## src/rtl/decoder_pkg.sv

```systemverilog
// =====================================================================
// decoder_pkg: state and mode encodings shared by the decoder_stream slice
// Rev 1.0
// =====================================================================
`default_nettype none

package decoder_pkg;

  typedef enum logic [1:0] {
    IDLE = 2'd0,
    DEC  = 2'd1,
    SCAN = 2'd2
  } state_t;

  localparam logic [1:0] MODE_OFF  = 2'b00;
  localparam logic [1:0] MODE_DEC  = 2'b01;
  localparam logic [1:0] MODE_SCAN = 2'b10;
  localparam logic [1:0] MODE_RSVD = 2'b11;

  // The reserved encoding parks the block exactly like OFF.
  function automatic state_t mode_to_state(input logic [1:0] mode);
    case (mode)
      MODE_DEC:            return DEC;
      MODE_SCAN:           return SCAN;
      MODE_OFF, MODE_RSVD: return IDLE;
      default:             return IDLE;
    endcase
  endfunction

endpackage

`default_nettype wire

```

## src/rtl/onehot_decode.sv

```systemverilog
// =====================================================================
// onehot_decode: combinational N-bit index to 2**N one-hot word
// Rev 1.0
// =====================================================================
`default_nettype none

module onehot_decode #(
  parameter  int N     = 3,
  localparam int OUT_W = 2 ** N
) (
  input  logic [N-1:0]     in,
  output logic [OUT_W-1:0] out
);

  assign out = OUT_W'(1) << in;

endmodule

`default_nettype wire

```

## src/rtl/decoder_stream.sv

```systemverilog
// =====================================================================
// decoder_stream: registered one-hot decoder stream with self-running SCAN
// Rev 1.0
// =====================================================================
`default_nettype none

module decoder_stream
  import decoder_pkg::*;
#(
  parameter  int N     = 3,
  localparam int OUT_W = 2 ** N
) (
  input  logic             clk,
  input  logic             rst_n,
  input  logic [1:0]       mode,
  input  logic             in_valid,
  output logic             in_ready,
  input  logic [N-1:0]     in,
  output logic             out_valid,
  input  logic             out_ready,
  output logic [OUT_W-1:0] out,
  output logic [N-1:0]     idx,
  output logic             wrap
);

  state_t           state;
  state_t           state_nx;
  logic [N-1:0]     count;
  logic [N-1:0]     sel;
  logic [OUT_W-1:0] sel_onehot;
  logic             slot_free;
  logic             in_fire;
  logic             scan_load;

  assign slot_free = !out_valid || out_ready;
  assign in_ready  = (state == DEC) && slot_free;
  assign in_fire   = in_valid && in_ready;
  assign state_nx  = mode_to_state(mode);

  // A scan word is only produced while both the current and the sampled
  // next state are SCAN, so the entry edge itself yields a one-cycle gap.
  assign scan_load = (state == SCAN) && (state_nx == SCAN) && slot_free;

  // count holds the index of the next scan word to emit.
  assign sel = (state == SCAN) ? count : in;

  onehot_decode #(.N(N)) u_onehot_decode (
    .in  (sel),
    .out (sel_onehot)
  );

  always_ff @(posedge clk or negedge rst_n) begin
    if (!rst_n) begin
      state     <= IDLE;
      out       <= '0;
      idx       <= '0;
      wrap      <= 1'b0;
      out_valid <= 1'b0;
      count     <= '0;
    end else if (slot_free) begin
      state <= state_nx;

      if (in_fire || scan_load) begin
        out       <= sel_onehot;
        idx       <= sel;
        wrap      <= scan_load && (&count);
        out_valid <= 1'b1;
      end else if (state_nx == IDLE) begin
        out       <= '0;
        idx       <= '0;
        wrap      <= 1'b0;
        out_valid <= 1'b0;
      end else begin
        // Drain: out and idx keep the last word for the consumer's benefit.
        wrap      <= 1'b0;
        out_valid <= 1'b0;
      end

      if (scan_load) begin
        count <= count + N'(1);
      end else if ((state != SCAN) && (state_nx == SCAN)) begin
        count <= '0;
      end
    end
  end

endmodule

`default_nettype wire

```

## config.mk

```make
export PLATFORM = sky130hd
export DESIGN_NAME = decoder_stream
export DESIGN_NICKNAME = d
export VERILOG_FILES = /design/src/rtl/decoder_pkg.sv /design/src/rtl/onehot_decode.sv /design/src/rtl/decoder_stream.sv
export SDC_FILE = /design/constraint.sdc
export NUM_CORES = 1
export LEC_CHECK = 0
export CORE_MARGIN = 3
export CORE_UTILIZATION = 44
export CTS_CLUSTER_SIZE = 12
export DETAILED_ROUTE_END_ITERATION = 8
export GPL_ROUTABILITY_DRIVEN = 0
export PLACE_DENSITY = 0.74
export SLEW_MARGIN = 20
export SYNTH_ARGS = -nofsm -noshare
export SYNTH_HDL_FRONTEND = slang
export SYNTH_SLANG_ARGS = --single-unit
```

## constraint.sdc

```tcl
create_clock -name clk -period 1.2 [get_ports clk]
set_input_delay 0.36 -clock clk [delete_from_list [all_inputs] [get_ports clk]]
set_output_delay 0.36 -clock clk [all_outputs]
set_load 0.03 [all_outputs]
```

* Word-level counts from Yosys, hierarchy flattened
Index checks and enable logic that the tools add are counted.
Storage, ports and cells: bits in latches 0, register bits 18, input port bits 9, RAM bits 0, memories 0, bits in read-only memories 0, output and inout port bits 14, logic and storage cells 42
Cells by class: div/mod/pow operators 0, shift operators 1, muxes and demuxes 10, bitwise gates (word level) 0, reduce and logical (&&, ||, !) cells 17, equality and inequality tests 7, multipliers 0, $lt $le $gt $ge 0, add/subtract/negate cells 1
Operators with widths (number):
- 2-to-1 mux 8 bit | 2
- 2-to-1 mux 3 bit | 5
- == test 2 bit, second input constant | 4
- left shift 1 x 3 -> 8 bit, first input constant | 1
- logical AND 1 bit | 6
- case mux 2 bit (3 select lines) | 1
- == test 2 x 1 -> 1 bit, second input constant | 2
- zero test 2 bit | 2
- AND reduction 2 bit | 2
- nonzero test 2 bit | 2
- adder 3 x 1 -> 3 bit, second input constant | 1
- AND reduction 3 bit | 1
- logical OR 1 bit | 2
- 2-to-1 mux 1 bit | 2
- inequality test 2 bit, second input constant | 1
- OR reduction 2 bit | 1
- zero test 1 bit | 1

* Logic depth before layout (Yosys ltp)
depth after elaboration 9, gate-level depth with buffers 6, mapped depth without buffers 5

* Modules after synthesis
From an unflattened synthesis, not the netlist that was laid out.
Second synthesis, totals: cell total of the unflattened synthesis 95, area total of the unflattened synthesis 1027.2 µm²
Modules (own cells, without submodules):
- decoder_stream | cells each 87, instances 1, area each 962.2 µm², sequential area each 450.4 µm²
- onehot_decode | cells each 8, instances 1, area each 65.1 µm², sequential area each 0.0 µm²

* Worst setup path before layout
OpenSTA, ideal clock, no wires.
kind reg-to-output, from register out_valid, to output port in_ready, arrival time 1.446 ns, buffers on the path 0, required time 0.840 ns, path slack -0.606 ns, stages on the path, launching flop included 3, path through dfrtp_1 nor2b_1 nor3b_1
Between the ends: cells in the longest elaborated chain, start to end 3
RTL lines:
- start: declaration | line decoder_stream.sv:19 | output logic out_valid,
- start signal: assignment | line decoder_stream.sv:58 | out_valid <= 1'b0;
- start signal: assignment | line decoder_stream.sv:67 | out_valid <= 1'b1;
- start signal: assignment | line decoder_stream.sv:72 | out_valid <= 1'b0;
- zero test 1 bit | line decoder_stream.sv:35 | assign slot_free = !out_valid || out_ready;
- logical OR 1 bit | line decoder_stream.sv:35
- logical AND 1 bit | line decoder_stream.sv:36 | assign in_ready = (state == DEC) && slot_free;
- end: declaration | line decoder_stream.sv:17 | output logic in_ready,
No other way between the ends.

* Worst setup path in the final report
from register state[1], to register out[5]
Between the ends: cells in the longest elaborated chain, start to end 6, elaborated cells between the ends (all ways) 12, those cells by class eq/ne (2); shift (1); mux (2); reduce/logical (7)
RTL lines:
- start: declaration | line decoder_stream.sv:26 | state_t state;
- start signal: assignment | line decoder_stream.sv:61 | state <= state_nx;
- == test 2 x 1 -> 1 bit or == test 2 bit (tied branches) | line decoder_stream.sv:36, decoder_stream.sv:42, decoder_stream.sv:45
- logical AND 1 bit, on equally long branches | line decoder_stream.sv:36, decoder_stream.sv:42
- logical AND 1 bit, on equally long branches | line decoder_stream.sv:37, decoder_stream.sv:42
- logical OR 1 bit | line decoder_stream.sv:63 | if (in_fire || scan_load) begin
- nonzero test 2 bit (no source line)
- AND reduction 2 bit (no source line)
- end signal: assignment | line decoder_stream.sv:64 | out <= sel_onehot;
- end: declaration | line decoder_stream.sv:21 | output logic [OUT_W-1:0] out,
Several ways; a longest one is shown, not always the timed one. A chain may end at the register's enable or synchronous reset.

==> results.txt <==
Clock transition at path regs: 0.11 ns
Num Clock Sinks: 18
CTS H-tree depth: 1
Vias per cell: 5.91
Hold-fix buffers, CTS: 0
Layout area overhead: 92.7%
First-pass GRT wire length: 5220 um
Die Ht: 53.7 um
Syn nets: 109
Row cnt: 16
Mean area per synthesized cell: 10.5 um2
Iter 0 DRT Violations: 36
Worst-skew pair later-pin latency: 0.30 ns
Worst Hold Class: input port to asynchronous set/reset pin
Placed Cells: 155
Most common cell after layout, fill and taps aside: buf_6
Fin crit period: 1.64 ns
Hold Vio Cnt, Final: 0
Crit-path max FO: 7
Core Region: 0.00206 mm2
CTS root buf: clkbuf_4
R2R depth: 6
Worst r2r src: state[1]
Boundary pin count: 23
Power per cell area: 983 mW/mm2
P_leak: 0.849 nW
Crit Path Category: register to register
R2r setup slk: -0.44 ns
Slew @ Worst Pin: 0.342 ns
CTS tree: built
Number of synthesized register bits: 18
Post-Synthesis Cells: 95
Final setup vio count: 30
Arrival time at the worst endpoint: 1.83 ns
GRT Total Usage: 0.259
Via Count: 1052
RSZ-0062 raised after global routing: yes
Worst endpoint required time: 1.39 ns
Worst Skew: 0.00354 ns
Sequential area share after synthesis: 0.450
Synth warn: 0
IO buf count: 22
Initial antenna violation count: 0
DR pass1 iterations: 4
Critical path capture point type: register
Post-DR wirelength/cell: 22.6 um
Total congestion overflow: 0
Slew margin rel.: 0.769
Clk buf depth: 2
Vias in the first global route: 1012
Synth area leader: dfrtp_1
Final Power: 1.90 mW
WHS: 0.391 ns
Post-Place Cell Area: 0.00144 mm2
# diodes: 0
Violations in the final reports: setup timing
Startpoint Class: register
Top cell type's share of synthesized area: 0.450
Worst R2R End: out[5]
Initial Utilization: 0.485
Final period util: 1.37
Area contributors post-synth: dfrtp_1 45%, o32ai_1 7.0%, ha_1 6.3%
Post-Layout Inst Area: 0.00193 mm2
Cell area after synthesis: 0.00100 mm2
# nets final: 166
Pins over their slew limit: 0
Proportion of layout cells with a drive suffix above 1: 0.642
Num CTS Buffers: 3
Distinct cells, synth: 31
Final WL: 4030 um
Status: complete, but fails checks
Largest net degree at the start of global routing: 19
Commonest cells after routing, fill and taps aside: 24 x buf_6, 21 x buf_4, 14 x inv_1
Fin worst setup slack: -0.445 ns
Fmax: 608 MHz
Post-DRT Antenna Nets: 0
Post-DP HPWL: 1760 um
Finished Layout Cells: 178
Drc violations: 0
Max VDD drop: 901 uV
Die area: 0.00288 mm2
# Max-Cap Violations: 0
Die X: 53.7 um
through the flow:
step	TNS, ns	utilization	worst slack [ns]
5_1_grt	-6.98	0.936	-0.440
3_3_place_gp	-11.45	0.698	-0.718
2_1_floorplan	-1.72	-	-0.149
3_5_place_dp	-11.97	0.698	-0.753
6_report	-6.51	0.936	-0.445
4_1_cts	-3.50	0.854	-0.350
cells by family (layout without fill, tap and decap cells):
logic type	after synthesis	after routing	synth area share
AO/OA/AOI/OAI	21	21	0.165
adder cells (fa/ha/maj)	5	5	0.0625
buffers and inverters	21	77	0.101
flip-flops	18	18	0.450
multiplexers	5	5	0.0562
AND/OR/NAND/NOR	25	25	0.165
routing by layer:
layer / share of wire / up-vias / wire [um] / track usage
li1: - / 452 / - / -
met1: 0.37 / 499 / 1490 / 0.307
met2: 0.50 / 82 / 2000 / 0.438
met3: 0.087 / 19 / 352 / 0.0443
met4: 0.046 / 0 / 185 / 0.149
met5: 0 / - / 0 / 0
power breakdown:
part | total (mW) | leakage, nW | internal [mW] | switching [mW]
clock | 0.395 | 0.0210 | 0.185 | 0.210
combinational | 0.791 | 0.589 | 0.398 | 0.393
sequential | 0.710 | 0.239 | 0.650 | 0.0605
total | 1.90 | 0.849 | 1.23 | 0.663
critical path: stages, from the launching register on:
cell and delay [ns]:
dfrtp_2 0.44, buf_4 0.14, buf_6 0.13, buf_6 0.13, a311oi_4 0.39, buf_6 0.21
o32ai_4 0.09
flip-flops by register name, summed over array words and instances, names as in the netlist:
name and count:
out_valid 1, wrap 1, out 8, state 2
idx 3, count 3
worst max path at each step:
stage,from,to,slack (ns),cells after the start
global placement,mode[0],idx[0],-0.72,7
global route,state[1],out[1],-0.44,6
finish,state[1],out[5],-0.44,6
floorplan,out_valid,in_ready,-0.15,2
detailed placement,mode[0],idx[1],-0.75,7
CTS,out_valid,in_ready,-0.35,3
cells in the mapped netlist:
master,number
dfrtp_1,18
inv_1,16
nand2_1,9
o32ai_1,8
ha_1,5
a31oi_1,4
mux2i_1,3
o22ai_1,3
a21o_1,2
and4_1,2
buf_4,2
buf_6,2
nand2b_1,2
nor4bb_1,2
a211oi_1,1
a311oi_2,1
and3b_1,1
and3b_2,1
and4b_1,1
clkbuf_1,1
mux2_2,1
mux2_4,1
nand3_1,1
nor2_1,1
nor2b_1,1
nor2b_4,1
nor3b_1,1
nor4b_1,1
o21ai_0,1
o21ai_2,1
or2b_1,1
final cells by class:
cell class,instances,area (um2)
Clock buffer,4,36.3
Fill cell,60,133
Inverter,16,62.6
Multi-Input combinational cell,56,748
Sequential cell,18,457
Tap cell,27,33.8
Timing Repair Buffer,57,592
what timing repair did:
action | in CTS | in global routing
setup buffers | 11 | 8
cloned | 2 | 0
pin swaps | 7 | 12
resized for setup | 46 | 19
setup endpoints to repair | 30 | 30
No activity file was read; power rests on OpenSTA's default activity.
